File: src/rtl/branch_ctrl_pkg.sv
// Shared definitions for the branch predictor update controller.
// Holds the FSM state encoding, default queue/squash sizing, the queued
// branch record layout and the fetch-redirect address helper.
package branch_ctrl_pkg;

  localparam int unsigned PC_W     = 32;
  localparam int unsigned TAKEN_W  = 1;
  localparam int unsigned TARGET_W = 32;
  localparam int unsigned ENTRY_W  = TAKEN_W + PC_W + TARGET_W;

  localparam int unsigned DEPTH_DEFAULT         = 4;
  localparam int unsigned SQUASH_CYCLES_DEFAULT = 3;

  localparam int unsigned STATE_W = 2;
  localparam logic [STATE_W-1:0] ST_IDLE   = 2'd0;  // queue empty
  localparam logic [STATE_W-1:0] ST_DRAIN  = 2'd1;  // queue non-empty, updating predictor
  localparam logic [STATE_W-1:0] ST_SQUASH = 2'd2;  // redirect in progress, input blocked

  typedef struct packed {
    logic [PC_W-1:0]     pc;
    logic                taken;
    logic [TARGET_W-1:0] target;
  } branch_entry_t;

  // Correct fetch address for a mispredicted branch: target if taken, else fall-through.
  function automatic logic [PC_W-1:0] redirect_addr(input branch_entry_t e);
    return e.taken ? e.target : e.pc + PC_W'(4);
  endfunction

endpackage

File: src/rtl/branch_update_ctrl_if.sv
// Bundle of execute-stage, predictor-update and fetch-redirect signals.
//   master : controller side (accepts resolved branches, drives predictor/redirect)
//   slave  : pipeline/predictor side
interface branch_update_ctrl_if;
  import branch_ctrl_pkg::*;

  logic                ex_valid;
  logic [PC_W-1:0]     ex_pc;
  logic                ex_taken;
  logic [TARGET_W-1:0] ex_target;
  logic                ex_ready;

  logic                bp_write;
  logic [PC_W-1:0]     bp_pc_write;
  logic                bp_branch_result;
  logic [TARGET_W-1:0] bp_branch_address;
  logic                bp_mispredict;

  logic                redirect_valid;
  logic [PC_W-1:0]     redirect_pc;
  logic                flush;
  logic                busy;

  modport master (
    input  ex_valid, ex_pc, ex_taken, ex_target, bp_mispredict,
    output ex_ready, bp_write, bp_pc_write, bp_branch_result, bp_branch_address,
    output redirect_valid, redirect_pc, flush, busy
  );

  modport slave (
    output ex_valid, ex_pc, ex_taken, ex_target, bp_mispredict,
    input  ex_ready, bp_write, bp_pc_write, bp_branch_result, bp_branch_address,
    input  redirect_valid, redirect_pc, flush, busy
  );

endinterface

File: src/rtl/branch_update_fifo.sv
// Circular queue of resolved branches awaiting a predictor update.
// Ports: clock, reset (sync, active-high), push/din enqueue, pop dequeue,
// clear empties the queue (wins over push/pop), head is the oldest entry,
// full/empty/count report occupancy (count 0..DEPTH).
module branch_update_fifo
  import branch_ctrl_pkg::*;
#(
  parameter int unsigned DEPTH = DEPTH_DEFAULT
) (
  input  logic                         clock,
  input  logic                         reset,
  input  logic                         push,
  input  logic                         pop,
  input  logic                         clear,
  input  branch_entry_t                din,
  output branch_entry_t                head,
  output logic                         full,
  output logic                         empty,
  output logic [$clog2(DEPTH+1)-1:0]   count
);

  localparam int unsigned PTR_W = $clog2(DEPTH);
  localparam int unsigned CNT_W = $clog2(DEPTH + 1);

  branch_entry_t mem [DEPTH];
  logic [PTR_W-1:0] rd_ptr;
  logic [PTR_W-1:0] wr_ptr;
  logic do_push;
  logic do_pop;

  assign full    = (count == CNT_W'(DEPTH));
  assign empty   = (count == '0);
  assign do_push = push && !full;
  assign do_pop  = pop && !empty;
  assign head    = mem[rd_ptr];

  // Pointers wrap naturally since DEPTH is a power of two.
  always_ff @(posedge clock) begin
    if (reset || clear) begin
      rd_ptr <= '0;
      wr_ptr <= '0;
      count  <= '0;
    end else begin
      if (do_push) wr_ptr <= wr_ptr + PTR_W'(1);
      if (do_pop)  rd_ptr <= rd_ptr + PTR_W'(1);
      case ({do_push, do_pop})
        2'b10:   count <= count + CNT_W'(1);
        2'b01:   count <= count - CNT_W'(1);
        default: count <= count;
      endcase
    end
  end

  // Storage carries no reset; validity is tracked by count.
  always_ff @(posedge clock) begin
    if (do_push && !clear && !reset) mem[wr_ptr] <= din;
  end

endmodule

File: src/rtl/branch_update_ctrl.sv
// Drains resolved branches into the branch predictor one per cycle and, on
// a reported mispredict, issues a one-cycle registered fetch redirect/flush,
// empties the queue and blocks new branches for SQUASH_CYCLES cycles.
// Ports: clock, reset (sync, active-high), bus (branch_update_ctrl_if.master):
//   ex_*        resolved-branch handshake from execute
//   bp_*        predictor update (combinational from queue head), bp_mispredict back
//   redirect_*  registered fetch redirect, flush, busy status
module branch_update_ctrl
  import branch_ctrl_pkg::*;
#(
  parameter int unsigned DEPTH         = DEPTH_DEFAULT,
  parameter int unsigned SQUASH_CYCLES = SQUASH_CYCLES_DEFAULT
) (
  input  logic                 clock,
  input  logic                 reset,
  branch_update_ctrl_if.master bus
);

  localparam int unsigned CNT_W = $clog2(DEPTH + 1);
  localparam int unsigned SQ_W  = $clog2(SQUASH_CYCLES + 1);

  logic [STATE_W-1:0] state;
  logic [STATE_W-1:0] state_next;
  logic [SQ_W-1:0]    sq_cnt;
  logic [SQ_W-1:0]    sq_cnt_next;

  logic [CNT_W-1:0] count;
  logic             full;
  logic             empty;
  branch_entry_t    head;
  branch_entry_t    ex_entry;

  logic ready;
  logic push;
  logic pop;
  logic mispredict;

  logic            redirect_valid_q;
  logic            flush_q;
  logic [PC_W-1:0] redirect_pc_q;

  // Handshake and predictor-update qualification.
  assign ready      = !full && (state != ST_SQUASH);
  assign push       = bus.ex_valid && ready;
  assign pop        = !empty && (state != ST_SQUASH);
  assign mispredict = pop && bus.bp_mispredict;

  assign ex_entry = '{pc: bus.ex_pc, taken: bus.ex_taken, target: bus.ex_target};

  // A mispredict discards everything, including a same-cycle enqueue.
  branch_update_fifo #(
    .DEPTH (DEPTH)
  ) u_fifo (
    .clock (clock),
    .reset (reset),
    .push  (push),
    .pop   (pop),
    .clear (mispredict),
    .din   (ex_entry),
    .head  (head),
    .full  (full),
    .empty (empty),
    .count (count)
  );

  // Predictor data is zeroed whenever no update is presented.
  assign bus.ex_ready          = ready;
  assign bus.bp_write          = pop;
  assign bus.bp_pc_write       = pop ? head.pc : '0;
  assign bus.bp_branch_result  = pop ? head.taken : 1'b0;
  assign bus.bp_branch_address = pop ? head.target : '0;

  assign bus.redirect_valid = redirect_valid_q;
  assign bus.redirect_pc    = redirect_pc_q;
  assign bus.flush          = flush_q;
  assign bus.busy           = (state != ST_IDLE);

  // Next-state and squash down-counter.
  always_comb begin
    state_next  = state;
    sq_cnt_next = sq_cnt;
    case (state)
      ST_IDLE: begin
        if (push) state_next = ST_DRAIN;
      end
      ST_DRAIN: begin
        if (mispredict) begin
          state_next  = ST_SQUASH;
          sq_cnt_next = SQ_W'(SQUASH_CYCLES);
        end else if (pop && !push && (count == CNT_W'(1))) begin
          state_next = ST_IDLE;
        end
      end
      ST_SQUASH: begin
        if (sq_cnt <= SQ_W'(1)) begin
          state_next  = ST_IDLE;
          sq_cnt_next = '0;
        end else begin
          sq_cnt_next = sq_cnt - SQ_W'(1);
        end
      end
      default: begin
        state_next  = ST_IDLE;
        sq_cnt_next = '0;
      end
    endcase
  end

  // State register.
  always_ff @(posedge clock) begin
    if (reset) begin
      state  <= ST_IDLE;
      sq_cnt <= '0;
    end else begin
      state  <= state_next;
      sq_cnt <= sq_cnt_next;
    end
  end

  // Registered redirect; redirect_pc holds its last value between redirects.
  always_ff @(posedge clock) begin
    if (reset) begin
      redirect_valid_q <= 1'b0;
      flush_q          <= 1'b0;
      redirect_pc_q    <= '0;
    end else begin
      redirect_valid_q <= mispredict;
      flush_q          <= mispredict;
      if (mispredict) redirect_pc_q <= redirect_addr(head);
    end
  end

endmodule

File: src/flat_wrapper.sv
// flat-port wrapper written by rule: the top's interface ports become plain ports
module branch_update_ctrl_flat import branch_ctrl_pkg::*;
#(
  parameter int unsigned DEPTH         = DEPTH_DEFAULT,
  parameter int unsigned SQUASH_CYCLES = SQUASH_CYCLES_DEFAULT
)
  (clock, reset, bus_ex_valid, bus_ex_pc, bus_ex_taken, bus_ex_target, bus_bp_mispredict, bus_ex_ready, bus_bp_write, bus_bp_pc_write, bus_bp_branch_result, bus_bp_branch_address, bus_redirect_valid, bus_redirect_pc, bus_flush, bus_busy);
  branch_update_ctrl_if bus_i ();
  input  logic clock;
  input  logic reset;
  input wire logic [$bits(bus_i.ex_valid)-1:0] bus_ex_valid;
  input wire logic [$bits(bus_i.ex_pc)-1:0] bus_ex_pc;
  input wire logic [$bits(bus_i.ex_taken)-1:0] bus_ex_taken;
  input wire logic [$bits(bus_i.ex_target)-1:0] bus_ex_target;
  input wire logic [$bits(bus_i.bp_mispredict)-1:0] bus_bp_mispredict;
  output wire logic [$bits(bus_i.ex_ready)-1:0] bus_ex_ready;
  output wire logic [$bits(bus_i.bp_write)-1:0] bus_bp_write;
  output wire logic [$bits(bus_i.bp_pc_write)-1:0] bus_bp_pc_write;
  output wire logic [$bits(bus_i.bp_branch_result)-1:0] bus_bp_branch_result;
  output wire logic [$bits(bus_i.bp_branch_address)-1:0] bus_bp_branch_address;
  output wire logic [$bits(bus_i.redirect_valid)-1:0] bus_redirect_valid;
  output wire logic [$bits(bus_i.redirect_pc)-1:0] bus_redirect_pc;
  output wire logic [$bits(bus_i.flush)-1:0] bus_flush;
  output wire logic [$bits(bus_i.busy)-1:0] bus_busy;
  assign bus_i.ex_valid = bus_ex_valid;
  assign bus_i.ex_pc = bus_ex_pc;
  assign bus_i.ex_taken = bus_ex_taken;
  assign bus_i.ex_target = bus_ex_target;
  assign bus_i.bp_mispredict = bus_bp_mispredict;
  assign bus_ex_ready = bus_i.ex_ready;
  assign bus_bp_write = bus_i.bp_write;
  assign bus_bp_pc_write = bus_i.bp_pc_write;
  assign bus_bp_branch_result = bus_i.bp_branch_result;
  assign bus_bp_branch_address = bus_i.bp_branch_address;
  assign bus_redirect_valid = bus_i.redirect_valid;
  assign bus_redirect_pc = bus_i.redirect_pc;
  assign bus_flush = bus_i.flush;
  assign bus_busy = bus_i.busy;
  branch_update_ctrl #(.DEPTH(DEPTH), .SQUASH_CYCLES(SQUASH_CYCLES)) u_core (.clock(clock), .reset(reset), .bus(bus_i));
endmodule
File: config.mk
export PLATFORM = sky130hd
export DESIGN_NAME = branch_update_ctrl_flat
export DESIGN_NICKNAME = d
export VERILOG_FILES = /design/src/rtl/branch_ctrl_pkg.sv /design/src/rtl/branch_update_ctrl_if.sv /design/src/rtl/branch_update_fifo.sv /design/src/rtl/branch_update_ctrl.sv /design/src/flat_wrapper.sv
export SDC_FILE = /design/constraint.sdc
export NUM_CORES = 1
export LEC_CHECK = 0
export CORE_MARGIN = 1
export CORE_UTILIZATION = 55
export CTS_CLUSTER_DIAMETER = 60
export DETAILED_ROUTE_END_ITERATION = 6
export MAX_ROUTING_LAYER = met4
export PLACE_DENSITY = 0.82
export SLEW_MARGIN = 0
export SYNTH_ARGS = -nofsm -noshare
export SYNTH_HDL_FRONTEND = slang
export SYNTH_HIERARCHICAL = 1
export SYNTH_SLANG_ARGS = --single-unit
File: constraint.sdc
create_clock -name clock -period 4.9 [get_ports clock]
set_input_delay 0.98 -clock clock [delete_from_list [all_inputs] [get_ports clock]]
set_output_delay 0.98 -clock clock [all_outputs]
set_load 0.03 [all_outputs]
==> results_tabular.tex <==
\begin{tabular}{lr}
\hline
Metric & Value \\
\hline
\multicolumn{2}{l}{\textbf{Clocking}} \\
\quad CTS Buffer Depth & 3 \\
\quad Number of H-tree levels & 2 \\
\quad Post-CTS sizing & 0 \\
\quad Post-CTS setup buffer count & 0 \\
\quad Clk\_lat worst skew & 0.51 ns \\
\quad Clock-pin slew on the worst setup and hold paths & 0.06 ns \\
\quad Cell at the root of the clock tree & sky130\_fd\_sc\_hd\_\_clkbuf\_16 \\
\quad TritonCTS clock tree & done \\
\quad CTS Buf Count & 34 \\
\quad Number of buffers added to fix hold violations after cts & 0 \\
\quad Clock Sink Count & 306 \\
\multicolumn{2}{l}{\textbf{GRT}} \\
\quad Overflow left after global routing & 0 \\
\quad Antenna violations before repair & 0 \\
\quad Wire length of the first global-routing pass & 43.55 mm \\
\quad Via count of the first global-routing pass & 7424 \\
\quad GRT met3 Usage & 4.508\% \\
\quad Overall fraction of global-route tracks in use & 25.76\% \\
\quad Global-route track usage on met1 & 34.46\% \\
\quad Global-route met2 utilization & 40.15\% \\
\quad Pin count of the biggest net entering global routing & 46 \\
\quad Layer with the highest usage & met2 \\
\multicolumn{2}{l}{\textbf{Cells and area}} \\
\quad Layout cells sized above 1 & 15.82\% \\
\quad Final antenna diode count & 0 \\
\quad Final layout net count & 1015 \\
\quad Core utilization of the finished layout & 71.00\% \\
\quad Design area & 15690 um2 \\
\quad Final instance count without filler cells & 1241 \\
\quad Signed area change from the synthesized netlist to the final layout & 25.25\% \\
\multicolumn{2}{l}{\textbf{Synth}} \\
\quad Share of the yosys chip area belonging to registers & 69.69\% \\
\quad Post-synthesis instance total & 753 \\
\quad Mean Syn Cell Area & 16.63 um2 \\
\quad Post-synthesis share of cell area spent on and, or, nand and nor gates & 9.241\% \\
\quad XOR/XNOR share of the synthesized area & 2.028\% \\
\quad Complex-gate fraction of the synthesized area & 3.656\% \\
\quad Post-synthesis sequential element count & 306 \\
\quad Post-synth top area cell & sky130\_fd\_sc\_hd\_\_edfxtp\_1 \\
\quad Post-synthesis share of cell area spent on full adders, half adders and majority gates & 1.059\% \\
\quad Share of the synthesized area in the top cell type & 62.34\% \\
\quad Synthesized Nets & 832 \\
\quad Unique cell type count in the Yosys netlist & 55 \\
\quad Cell area after synthesis & 12520 um2 \\
\quad Main combinational cell family by area after synthesis & multiplexers \\
\quad Count of yosys warnings during synthesis & 6 \\
\quad Number of enable-type register cells in the synthesized netlist & 260 \\
\quad Multiplexer area fraction after synthesis & 12.09\% \\
\quad Synth area leaders & sky130\_fd\_sc\_hd\_\_edfxtp\_1, sky130\_fd\_sc\_hd\_\_mux4\_2, sky130\_fd\_sc\_hd\_\_dfxtp\_1 \\
\quad Flip-flop cell with the highest count after synthesis & sky130\_fd\_sc\_hd\_\_edfxtp\_1 \\
\quad Share of flip-flops with an asynchronous set or reset & 0\% \\
\multicolumn{2}{l}{\textbf{Setup path}} \\
\quad Origin of the worst setup path & u\_core/state[0] \\
\quad Setup slack, reg-to-reg & 1.58 ns \\
\quad CP Capture Type & output port \\
\quad Data required, critical path & 3.92 ns \\
\quad Worst r2r path cells & 9 \\
\quad CP Launch Type & register \\
\quad Reg2reg start & u\_core/u\_fifo/count[0] \\
\quad Signal arrival time at the worst endpoint & 3.15 ns \\
\quad Critical register-to-register path endpoint & u\_core/u\_fifo/mem[2][2] \\
\quad Classification of the worst setup path & register to output port \\
\quad Max FO, Critical Path & 35 \\
\multicolumn{2}{l}{\textbf{Routing}} \\
\quad Antenna viol nets, final & 0 \\
\quad DRC violation count after routing & 0 \\
\quad Total number of vias & 7415 \\
\quad Via density per instance & 5.975 \\
\quad Starting DRC count in detailed routing & 544 \\
\quad Detailed Route WL & 28.43 mm \\
\quad First-pass iteration count of the detailed router & 5 \\
\quad Routed wirelength normalized by instance count & 22.90 um \\
\multicolumn{2}{l}{\textbf{STA}} \\
\quad Hold Slack & 0.4716 ns \\
\quad Final-report hold violation count & 0 \\
\quad Minimum clock period & 4.132 ns \\
\quad Clk\_skew & 0.01242 ns \\
\quad Slew Limit Headroom & 46.31\% \\
\quad Number of failing setup endpoints in the final timing report & 0 \\
\quad Tcrit/Tclk final & 84.33\% \\
\quad Unrepaired setup endpoints after global routing & false \\
\quad Setup TNS after final layout & 0 ns \\
\quad Transition time at the pin with the least slew margin & 0.7980 ns \\
\quad Maximum frequency from static timing analysis & 242.0 MHz \\
\quad Minimum setup slack in the final design & 0.7677 ns \\
\quad Max-slew violation count & 0 \\
\multicolumn{2}{l}{\textbf{Hold path}} \\
\quad Endpoint with the worst hold slack & u\_core/bus.redirect\_pc[12] \\
\quad Start point of the worst hold path & u\_core/bus.redirect\_pc[12] \\
\quad Cell depth of the worst hold path & 2 \\
\quad Type of the most critical hold path & register to register \\
\multicolumn{2}{l}{\textbf{Floorplan}} \\
\quad Area inside the core boundary & 22090 um2 \\
\quad Die Y & 152.9 um \\
\quad Full die area & 23380 um2 \\
\quad I/O pins & 171 \\
\quad Die width & 152.9 um \\
\quad Starting utilization of the core area & 56.69\% \\
\quad Std cell rows & 54 \\
\multicolumn{2}{l}{\textbf{Placed design}} \\
\quad Cell area reported after detailed placement & 14540 um2 \\
\quad Final HPWL DP & 18.80 mm \\
\quad Worst slack at placement & 1.276 ns \\
\quad Number of cells after detailed placement & 1180 \\
\quad Number of buffers added on ports & 170 \\
\quad RD Place Congestion & 0.8044 \\
\multicolumn{2}{l}{\textbf{Run}} \\
\quad Number of max-cap violations & 0 \\
\multicolumn{2}{l}{\textbf{Pwr}} \\
\quad Leakage component of the power & 5.116 nW \\
\quad Pwr/cell area & 572.9 nW/um2 \\
\quad Total power of the final layout & 8.988 mW \\
\quad Maximum vdd drop & 471.0 uV \\
\multicolumn{2}{l}{\textbf{Run status}} \\
\quad Status & complete, no violations \\
\hline
\end{tabular}
## state kept, by name, summed over array words and instances, names as in the netlist, named ones only
name,flops
u_core/bus.flush,1
u_core/bus.redirect_pc,32
u_core/sq_cnt,2
u_core/state,2
u_core/u_fifo/count,3
u_core/u_fifo/mem,260
u_core/u_fifo/rd_ptr,2
u_core/u_fifo/wr_ptr,2
## cell usage in the layout (no fill, tap or decap), types with 16 or more instances in the layout
| cell type | n |
|---|---|
| sky130_fd_sc_hd__a21oi_1 | 30 |
| sky130_fd_sc_hd__and2_1 | 60 |
| sky130_fd_sc_hd__and3_1 | 16 |
| sky130_fd_sc_hd__clkbuf_16 | 37 |
| sky130_fd_sc_hd__clkdlybuf4s50_1 | 170 |
| sky130_fd_sc_hd__dfxtp_1 | 44 |
| sky130_fd_sc_hd__edfxtp_1 | 260 |
| sky130_fd_sc_hd__inv_1 | 16 |
| sky130_fd_sc_hd__mux4_2 | 65 |
| sky130_fd_sc_hd__nand2_1 | 27 |
| sky130_fd_sc_hd__nand3_1 | 18 |
| sky130_fd_sc_hd__nor2_1 | 25 |
## routing by layer
| metal | share of wire (%) | vias to the layer above |
|---|---|---|
| met2 | 49 | 343 |
| met4 | 2.4 | 0 |
| met3 | 7.0 | 42 |
| met1 | 41 | 3733 |
| li1 | - | 3297 |
| met5 | 0 | - |
## final cells by class
class                      instances  area (um2)
clock buffer                      41       940.9
multi-input combinational        390        3526
fill                            1411        6406
sequential                       306        8733
inverter                          16       60.06
tap                              280       350.3
clock inverter                    20       202.7
timing repair buffer             188        1874
## power by group
part | internal [mW] | total, mW | leakage (nW) | switching (mW)
combinational | 1.31 | 3.17 | 1.82 | 1.86
clock | 1.58 | 2.56 | 0.558 | 0.983
sequential | 3.10 | 3.25 | 2.73 | 0.153
total | 5.99 | 8.99 | 5.12 | 3.00
## Yosys cell counts, drive strengths merged (10+ instances only)
master,n
buf,17
clkbuf,24
nand2,27
mux4,65
nor2,26
xor2,15
nand3,19
o21ai,13
inv,16
xnor2,14
dfxtp,46
edfxtp,260
a21oi,30
and3,21
o22ai,15
and2,62
nor3,10
nand4,10
## how the worst max path moves through the flow
stage | cells after the start | end | slack [ns]
detailed placement | 6 | u_core/u_fifo/mem[3][38] | 1.28
global placement | 6 | u_core/u_fifo/mem[3][37] | 1.31
CTS | 6 | bus_bp_pc_write[8] | 0.74
global route | 6 | bus_bp_pc_write[8] | 0.57
floorplan | 8 | u_core/u_fifo/mem[0][0] | 1.04
finish | 6 | bus_bp_pc_write[8] | 0.77
## cell families after synthesis
group,after synthesis
xor gates and xnor gates,29
DFF,306
AOI/OAI and AO/OA,78
buffers and inverters,57
and+or+nand+nor,203
adders and majority gates,10
muxes,70
## worst max-delay path, stage by stage (launching register included)
cell,delay [ns]
sky130_fd_sc_hd__dfxtp_1,0.36
sky130_fd_sc_hd__inv_1,0.08
sky130_fd_sc_hd__ha_1,0.35
sky130_fd_sc_hd__nor2_4,0.56
sky130_fd_sc_hd__buf_4,0.42
sky130_fd_sc_hd__and2_1,0.18
sky130_fd_sc_hd__clkdlybuf4s50_1,0.68
No activity file was read; power rests on OpenSTA's default activity.
